<file path="src/rtl/mac_acc_pkg.sv">
// Shared types and constants for the two-lane MAC accumulator.
// The lane count and data width are fixed here for every file that imports this package.
package mac_acc_pkg;

    localparam int NLANES = 2;
    localparam int DATA_W = 32;

    typedef enum logic [1:0] {
        IDLE  = 2'd0,
        ACCUM = 2'd1,
        DONE  = 2'd2
    } state_t;

    // Sign-extended sum with one guard bit, used to detect signed overflow
    function automatic logic [DATA_W:0] add_ext(
        input logic [DATA_W-1:0] a,
        input logic [DATA_W-1:0] b
    );
        return {a[DATA_W-1], a} + {b[DATA_W-1], b};
    endfunction

endpackage

</file>
<file path="src/rtl/mac_acc_lane.sv">
// One accumulator lane: register, adder, optional clamp and sticky overflow flag.
// Define MAC_ACC_SAT_EN for saturating addition; without it the lane wraps and o_ovf is 0.
module mac_acc_lane
    import mac_acc_pkg::*;
(
    input  logic              i_clk,
    input  logic              i_rst,
    input  logic              i_clr,
    input  logic              i_en,
    input  logic [DATA_W-1:0] i_sum,
    output logic [DATA_W-1:0] o_acc,
    output logic              o_ovf
);

    logic [DATA_W-1:0] r_acc;
    logic [DATA_W-1:0] w_next;

`ifdef MAC_ACC_SAT_EN
    logic [DATA_W:0] w_ext;
    logic            w_clamp;
    logic            r_ovf;

    // Guard bit disagreeing with the result MSB means signed overflow
    always_comb begin
        w_ext   = add_ext(r_acc, i_sum);
        w_clamp = w_ext[DATA_W] != w_ext[DATA_W-1];
        w_next  = w_ext[DATA_W-1:0];
        if (w_clamp) begin
            w_next = w_ext[DATA_W] ? {1'b1, {(DATA_W-1){1'b0}}}
                                   : {1'b0, {(DATA_W-1){1'b1}}};
        end
    end

    always_ff @(posedge i_clk or posedge i_rst) begin
        if (i_rst) begin
            r_ovf <= 1'b0;
        end else if (i_clr) begin
            r_ovf <= 1'b0;
        end else if (i_en && w_clamp) begin
            r_ovf <= 1'b1;
        end
    end

    assign o_ovf = r_ovf;
`else
    assign w_next = r_acc + i_sum;
    assign o_ovf  = 1'b0;
`endif

    always_ff @(posedge i_clk or posedge i_rst) begin
        if (i_rst) begin
            r_acc <= '0;
        end else if (i_clr) begin
            r_acc <= '0;
        end else if (i_en) begin
            r_acc <= w_next;
        end
    end

    assign o_acc = r_acc;

endmodule

</file>
<file path="src/rtl/mac_accumulator.sv">
// Two-lane signed accumulator over a counted burst of beats, result held until taken.
// Define MAC_ACC_SAT_EN to build saturating lanes with sticky ovf_o flags.
module mac_accumulator
    import mac_acc_pkg::*;
#(
    parameter int LEN_W = 16
) (
    input  logic                           clk_i,
    input  logic                           rst_i,
    input  logic                           start_i,
    input  logic [LEN_W-1:0]               len_i,
    input  logic                           in_valid_i,
    output logic                           in_ready_o,
    input  logic [NLANES-1:0][DATA_W-1:0]  sums_i,
    output logic                           out_valid_o,
    input  logic                           out_ready_i,
    output logic [NLANES-1:0][DATA_W-1:0]  acc_o,
    output logic                           busy_o,
    output logic [NLANES-1:0]              ovf_o
);

    state_t           r_state;
    state_t           w_next;
    logic [LEN_W-1:0] r_cnt;
    logic             w_start;
    logic             w_accept;
    logic             w_last;

    assign w_start  = (r_state == IDLE) && start_i;
    assign w_accept = in_valid_i && in_ready_o;
    assign w_last   = w_accept && (r_cnt == LEN_W'(1));

    always_ff @(posedge clk_i or posedge rst_i) begin
        if (rst_i) begin
            r_state <= IDLE;
        end else begin
            r_state <= w_next;
        end
    end

    always_comb begin
        w_next = r_state;
        unique case (r_state)
            IDLE: begin
                if (start_i) begin
                    w_next = (len_i == '0) ? DONE : ACCUM;
                end
            end
            ACCUM: begin
                if (w_last) begin
                    w_next = DONE;
                end
            end
            DONE: begin
                if (out_ready_i) begin
                    w_next = IDLE;
                end
            end
            default: w_next = IDLE;
        endcase
    end

    always_comb begin
        in_ready_o  = 1'b0;
        out_valid_o = 1'b0;
        busy_o      = 1'b1;
        unique case (r_state)
            IDLE:    busy_o      = 1'b0;
            ACCUM:   in_ready_o  = 1'b1;
            DONE:    out_valid_o = 1'b1;
            default: busy_o      = 1'b0;
        endcase
    end

    // Beats remaining; reload only from IDLE so a late start_i cannot disturb it
    always_ff @(posedge clk_i or posedge rst_i) begin
        if (rst_i) begin
            r_cnt <= '0;
        end else if (w_start) begin
            r_cnt <= len_i;
        end else if (w_accept) begin
            r_cnt <= r_cnt - LEN_W'(1);
        end
    end

    for (genvar g = 0; g < NLANES; g++) begin : g_lane
        mac_acc_lane u_lane (
            .i_clk (clk_i),
            .i_rst (rst_i),
            .i_clr (w_start),
            .i_en  (w_accept),
            .i_sum (sums_i[g]),
            .o_acc (acc_o[g]),
            .o_ovf (ovf_o[g])
        );
    end

endmodule

</file>
<file path="config.mk">
export PLATFORM = sky130hd
export DESIGN_NAME = mac_accumulator
export DESIGN_NICKNAME = d
export VERILOG_FILES = /design/src/rtl/mac_acc_pkg.sv /design/src/rtl/mac_acc_lane.sv /design/src/rtl/mac_accumulator.sv
export SDC_FILE = /design/constraint.sdc
export NUM_CORES = 1
export LEC_CHECK = 0
export BUFFER_PORTS_ARGS = -buffer_cell sky130_fd_sc_hd__buf_2
export CAP_MARGIN = 0
export CORE_UTILIZATION = 45
export CTS_BUF_LIST = sky130_fd_sc_hd__clkbuf_8
export DETAILED_ROUTE_END_ITERATION = 7
export PLACE_DENSITY_LB_ADDON = 0.2
export SLEW_MARGIN = 20
export SYNTH_ARGS = -nofsm -noshare
export SYNTH_HDL_FRONTEND = slang
export SYNTH_HIERARCHICAL = 1
export SYNTH_SLANG_ARGS = --single-unit
</file>
<file path="constraint.sdc">
create_clock -name clk_i -period 5.1 [get_ports clk_i]
set_input_delay 0.255 -clock clk_i [delete_from_list [all_inputs] [get_ports clk_i]]
set_output_delay 0.255 -clock clk_i [all_outputs]
set_load 0.02 [all_outputs]
</file>
Word-level counts from Yosys, hierarchy flattened
Cells that the tools add are included.
{ "classes": {"n_addsub": 3, "eq_ne": 6, "n_mux": 14, "n_reduce_logical": 8} }
{ "op_table": {"columns": ["operator", "n"], "rows": [
  ["32-bit 2-to-1 mux", 4],
  ["32-bit adder", 2],
  ["16-bit 2-to-1 mux", 2],
  ["16-bit by 1-bit equality test with 1-bit output (second input constant)", 1],
  ["16-bit logical NOT", 1],
  ["16-bit by 1-bit subtractor with 16-bit output (second input constant)", 1],
  ["2-bit 2-to-1 mux", 4],
  ["2-bit inequality test (second input constant)", 3],
  ["2-bit case mux with 3 select lines", 1],
  ["1-bit logical AND", 3],
  ["1-bit 2-to-1 mux", 3],
  ["3-bit AND reduction", 1],
  ["2-bit by 1-bit equality test with 1-bit output (second input constant)", 1],
  ["2-bit equality test (second input constant)", 1],
  ["2-bit logical NOT", 1],
  ["2-bit nonzero test", 1],
  ["2-bit OR reduction", 1]
]} }
{ "word_totals": {"reg_bits": 82, "inputBits": 85, "output_inout_bits": 69, "wordCells": 35} }

Depth between registers and ports, before layout
Gate-level depths: netlist (run 1).
{ "logic_depth": {"depth_word": 6, "ltp_mapped": 12, "mapped_depth_nobuf": 12} }

Cells and area by module
Netlist (run 1), hierarchy kept.
{ "modules_own_cells": {"columns": ["module", "n_inst", "cells_per_inst", "area_each_um2", "seq_area_each_um2"], "rows": [
  ["mac_acc_lane at g_lane[0].u_lane", 1, 339, 3042.9, 800.8],
  ["mac_acc_lane at g_lane[1].u_lane", 1, 338, 3005.4, 800.8],
  ["mac_accumulator", 1, 127, 1133.6, 450.4]
]} }

Worst setup path before layout (run 1)
Ideal clock, no wire load.
{ "synth_path": {"path_kind": "flip-flop to flip-flop", "startpoint": "register g_lane[1].u_lane.r_acc[0]", "endpoint": "register g_lane[1].u_lane.r_acc[28]", "setup_ns": 0.096, "arrival_ns": 2.766, "required_ns": 5.004, "path_slack_ns": 2.239, "path_stages_with_launch": 13, "path_buffers": 0, "period_less_slack_ns": 2.861, "path_cell_list": "dfrtp_1 ha_1 inv_1 fa_1 and2b_1 o2111ai_2 a2111oi_4 nor2_2 o21ai_2 a21oi_2 nor3b_2 mux2i_1 nor4_2"} }
{ "synth_between": {"elab_chain_cells": 3} }
{ "synth_lines": {"columns": ["element", "line_no", "source"], "rows": [
  ["from (decl)", "mac_acc_lane.sv:15", "logic [DATA_W-1:0] r_acc;"],
  ["from (signal assigned)", "mac_acc_lane.sv:56", "r_acc <= w_next;"],
  ["32-bit adder", "mac_acc_lane.sv:46", "assign w_next = r_acc + i_sum;"],
  ["32-bit 2-to-1 mux", "mac_acc_lane.sv:55", "end else if (i_en) begin"],
  ["32-bit 2-to-1 mux", "mac_acc_lane.sv:53", "end else if (i_clr) begin"]
]} }
No other way between the ends. The select of a mux whose other input is x is not followed.
A chain may end at the register's enable or synchronous reset.

Worst setup path after layout (run 1)
Ends and elaborated chain as after synthesis.

==> reports/results.ini, run 1 <==
[status]
status = completed

[sta]
skew_ps = 11.0
worstMarginPinSlew_ps = 914
drv_slew = 0
hold_ws_ps = 106
setup_viol = 0
min_period_over_period = 0.591
finalHoldViolations = 0
min_period_ps = 3010
relSlewSlack = 0.390
fmax_ghz = 0.332
setup_tns_ps = 0
rsz0062_at_grt = no

[clock_tree]
clk_pin_slew_ps = 90
clock_latency_ps = 370
cts_resized = 0
clkSinkCount = 82
htreeDepth = 3
numCtsBuffers = 9
cts.root.buffer_cell = clkbuf_8
cts_tree = yes
cts.path.max_buffers = 2

[grt]
grt_pass1_vias = 6042
overflow = 0
antenna_found_initial = 2
grt_start_max_net_pins = 54
track_usage = 0.223
grt_pass1_wl_um = 29300

[synth]
yosysSeqAreaShare = 0.286
ys_seq_elements = 82
ys.warnings.count = 6
async_reset_ff_frac = 1.00
synth_area_leaders = dfrtp_1 (29%), ha_1 (12%), mux2i_1 (6.6%), nor2_1 (5.3%), xnor2_1 (3.9%)
synth_top_area_cell = dfrtp_1
synth.avg_cell_area_um2 = 8.93
synth_ff_type = dfrtp_1
synth_edf_count = 0
netlist.area_leader.share = 0.286
synthDistinctLibCells = 90
syn_area_um2 = 7180
synth_nets = 958
synthCells = 804

[layout]
final_common_cell = buf_2
multi_input_area_um2 = 4800
drive_above_1_share = 0.228
regArea_um2 = 2050
final_core_util = 0.534
final_net_count = 1092
final_cell_mix = buf_2 (151), nor2_1 (101), dfrtp_1 (82)
fillerInstances = 1499
area_growth_pct = 14.4
design_area_um2 = 8220

[pwr]
clockPowerShare = 0.114
power_mw = 4.21
p_sw_mw = 2.02
comb_power_share = 0.621
leakage_nw = 4.11
vdd_drop_max_v = 0.000294
intPower_mw = 2.19
power_density_nw_per_um2 = 513
sw_frac_of_total = 0.480
p_seq_frac = 0.265

[place]
hpwl_um = 13400
routabilityCongestion = 0.897
placed_area_um2 = 8020
port_buffers = 151

[critical_path]
crit_required_ps = 5370
cp_max_fo = 4
cp-start-kind = register
end_kind = register
path_class = reg2reg
cp.arrival_ps = 3290
reg2reg_depth = 12

[routing]
drtPass1Iterations = 5
drt_iter0_drc = 291
post_drt_wl_per_cell_um = 15.2
routed-via-count = 6443
wl_um = 17600
ant_nets = 0
viasPerCell = 5.58
drc = 0

[die]
die_y_um = 128
fp-row-count = 45
pin_count = 154
coreArea_um2 = 15400
initial_core_util = 0.467
die-area_um2 = 16500
die_x_um = 128

[worst_hold_path]
hold_path_class = in2reg
min_path_cells = 3

[run]
cap_violations = 0

==> layout make-up <==
type / count / share of cell area
timing repair buffer: 157 / 0.0978
sequential: 82 / 0.250
inverter: 29 / 0.0134
antenna: 1 / 0.000305
clock buffer: 10 / 0.0168
clock inverter: 5 / 0.00579
tap: 211 / 0.0321
multi-input combinational: 659 / 0.584
==> final timing paths <==
kind / end / from / slack, ps
max: g_lane[1].u_lane/o_acc[28] / g_lane[1].u_lane/o_acc[0] / 2090
min: r_cnt[7] / len_i[7] / 110
max reg2reg: g_lane[1].u_lane/o_acc[28] / g_lane[1].u_lane/o_acc[0] / 2090
min reg2reg: g_lane[1].u_lane/o_acc[30] / g_lane[1].u_lane/o_acc[30] / 540
max in group asynchronous: r_cnt[1] / rst_i / 4100
min in group asynchronous: g_lane[0].u_lane/o_acc[10] / rst_i / 540
==> critical path, cell delays in order (launching register included) <==
cell       delay [ps]
dfrtp_1           380
ha_1              190
inv_1              70
fa_1              400
and2b_1           250
o2111ai_2         170
a2111oi_4         410
nor2_2            120
o21ai_2           250
a21oi_2           110
nor3b_2           210
mux2i_1           100
nor4_2            260
==> sequential cells by signal, indices dropped and copies added, names as in the netlist <==
register / flops
g_lane.u_lane/o_acc: 64
r_cnt: 16
r_state: 2
==> repair_timing <==
action                                 in CTS  in global routing
setup buffers                               0                  0
endpoints found under the hold margin      23                  0
hold buffers                                1                  0
==> synth_stat cells (3+ instances only) <==
master,count
nor2_1,101
dfrtp_1,82
ha_1,67
a21oi_1,52
mux2i_1,47
nand2_1,47
a21o_1,32
xnor2_1,32
inv_1,29
o21ai_0,27
xor2_1,25
clkbuf_1,18
nand3_1,18
nand4_1,17
a31oi_1,15
o21ai_1,12
a211oi_1,11
nor2b_1,10
o211ai_1,10
nor4_1,9
nor3_1,8
o21bai_1,8
o31ai_1,8
o21a_1,7
a21o_2,6
buf_6,5
nand3b_1,5
a211o_1,4
clkbuf_8,4
nor3b_1,4
a22o_1,3
buf_1,3
buf_4,3
nand2b_1,3
==> metrics by stage <==
stage,setup WS (ps),instances
3_3_place_gp,2200,1137
5_1_grt,1840,1153
3_5_place_dp,2110,1137
6_report,2090,1154
2_1_floorplan,2240,804
4_1_cts,2060,1153
==> cells by family (layout without fill, tap and decap cells) <==
family                   after synthesis  count (layout)  share of synthesized area
AO/OA/AOI/OAI                        230             230                      0.228
XOR/XNOR                              57              57                     0.0695
adder cells (fa/ha/maj)               69              69                      0.122
buffers and inverters                 63             201                     0.0462
flip-flops                            82              82                      0.286
multiplexers                          49              49                     0.0686
other                                  2               3                    0.00105
AND/OR/NAND/NOR                      252             252                      0.179
==> per-layer routing <==
layer	share of wire	global-route usage	routed length (µm)
met2	0.46	0.365	8130
met1	0.47	0.292	8200
met4	0.014	0.0588	241
met5	0.00074	0	13
met3	0.056	0.0553	990
==> power groups by stage <==
stage | registers, mW | logic (mW) | clock network (mW)
floorplan | 1.29 | 1.86 | 0
global placement | 1.12 | 2.59 | 0
detailed placement | 1.12 | 2.62 | 0
CTS | 1.11 | 2.63 | 0.507
global route | 1.15 | 2.91 | 0.528
finish | 1.12 | 2.62 | 0.481
Note: power is estimated with default switching activity, not from simulation.
==> run 2, diff against run 1 <==
==> constraint.sdc (replaced) <==
create_clock -name clk_i -period 2.85 [get_ports clk_i]
set_input_delay 0.1425 -clock clk_i [delete_from_list [all_inputs] [get_ports clk_i]]
set_output_delay 0.1425 -clock clk_i [all_outputs]
set_load 0.02 [all_outputs]
==> reports/results.ini, run 2 (same netlist as run 1, synthesis figures left out) <==
[sta]
skew_ps = 5.97
setup_viol = 0
worstMarginPinSlew_ps = 684
rsz0062_at_grt = yes
finalHoldViolations = 0
min_period_over_period = 0.952
min_period_ps = 2710
drv_slew = 0
fmax_ghz = 0.369
relSlewSlack = 0.544
setup_tns_ps = 0

[critical_path]
cp-start-kind = register
critical_path.reg2reg.endpoint = g_lane[1].u_lane/o_acc[24]
crit_slowest_cell = dfrtp_2
cp.arrival_ps = 3020
path_class = reg2reg
crit_buf_inv = 2
critical_path.top_delay_family = compound AO/OA/AOI/OAI gates
crit_required_ps = 3160
cp_max_fo = 4
rr_startpoint = g_lane[1].u_lane/o_acc[0]
slowest_delay_ps = 400
ff2ff_setup_slack_ps = 140
end_kind = register
crit_start = g_lane[1].u_lane/o_acc[0]
reg2reg_depth = 13
path_cells = ha_4 -> inv_2 -> fa_2 -> and2b_1 -> o2111ai_2 -> a2111oi_4 -> nor2_2 -> o21ai_4 -> a21oi_2 -> buf_4 -> xnor2_1 -> mux2i_1 -> nor2_1

[grt]
grt_pass1_wl_um = 30000
overflow = 0
track_usage = 0.229
grt_start_max_net_pins = 47
grt_pass1_vias = 6250
antenna_found_initial = 2

[die]
coreArea_um2 = 15400
die_x_um = 128
die-area_um2 = 16500
initial_core_util = 0.467
pin_count = 154
die_y_um = 128
fp-row-count = 45

[worst_hold_path]
hold_start = len_i[1]
hold_path_end = r_cnt[1]
hold_path_class = in2reg
min_path_cells = 3

[layout]
final_common_cell = buf_2
final_cell_mix = buf_2 (151), nor2_1 (101), dfrtp_1 (81)
drive_above_1_share = 0.260
final_core_util = 0.566
largest_reg_flops = 64
area_growth_pct = 21.1
final_net_count = 1131
regArea_um2 = 2050
fillerInstances = 1431
multi_input_area_um2 = 4880

[pwr]
power_density_nw_per_um2 = 928
vdd_drop_max_v = 0.000539
leakage_nw = 4.32
power_mw = 8.07

[clock_tree]
clkSinkCount = 82
numCtsBuffers = 9
clock_latency_ps = 380
cts_tree = yes
cts.path.max_buffers = 2
htreeDepth = 3
cts.root.buffer_cell = clkbuf_8
clk_pin_slew_ps = 90

[place]
hpwl_um = 14000
routabilityCongestion = 0.901
port_buffers = 151

[status]
status = completed

[routing]
ant_nets = 0
drt_iter0_drc = 416
wl_um = 18600
post_drt_wl_per_cell_um = 15.6
drc = 0
routed-via-count = 6625
drtPass1Iterations = 5
viasPerCell = 5.55

[run]
cap_violations = 0

-- run 2: changes by cell type in the layout (fill, tap and decap cells not counted), sizes merged --
cell and delta:
clkbuf -1, buf +30, clkinv -1, clkinvlp +1, bufinv +2, dlygate4sd3 +9
-- run 2: report_power, final --
part	internal, mW	switching, mW	leakage (nW)
Clock	0.575	0.470	0.122
Combinational	2.12	2.90	3.13
Sequential	1.59	0.413	1.08
-- run 2: how the worst max path moves through the flow --
stage                                  to  slack (ps)  cells after the start
6_report       g_lane[1].u_lane/o_acc[24]         140                     13
3_3_place_gp   g_lane[1].u_lane/o_acc[28]          90                     12
5_1_grt        g_lane[1].u_lane/o_acc[28]         -20                     12
2_1_floorplan  g_lane[1].u_lane/o_acc[28]          50                     12
4_1_cts        g_lane[0].u_lane/o_acc[18]           1                     12
3_5_place_dp   g_lane[1].u_lane/o_acc[28]          20                     12
-- run 2: cell type report --
type | count | share of cell area
multi-input combinational | 659 | 0.562
sequential | 82 | 0.236
timing repair buffer | 196 | 0.132
tap | 211 | 0.0304
clock buffer | 9 | 0.0142
clock inverter | 7 | 0.0127
inverter | 29 | 0.0127
antenna | 1 | 0.000288
-- run 2: routing by layer --
metal,wire length (µm),track usage
met5,10,0
met4,277,0.0609
met3,1050,0.0532
met2,8670,0.384
met1,8620,0.297
-- run 2: repair_timing --
item	CTS	global route
gates resized for setup	0	17
endpoints found under the setup margin	2	14
buffers inserted	0	6
hold buffers	10	0
pin swaps	2	17
hold endpoints to repair	72	0
-- run 2: metrics by stage --
step           setup WS [ps]  instance area, µm²  cells  hold WS, ps
2_1_floorplan           52.1                7180    804         81.1
4_1_cts                 1.45                8560   1187         15.4
5_1_grt                -22.0                8690   1193         27.1
3_5_place_dp            21.0                8220   1161          281
6_report                 138                8690   1194         31.0
3_3_place_gp            88.8                8220   1161          272
-- run 2: worst reg2reg max path, cell delays in order (launching register included) --
cell and delay [ps]:
dfrtp_2 400, ha_4 140, inv_2 40, fa_2 350
and2b_1 230, o2111ai_2 170, a2111oi_4 350, nor2_2 130
o21ai_4 230, a21oi_2 90, buf_4 140, xnor2_1 190
mux2i_1 100, nor2_1 90
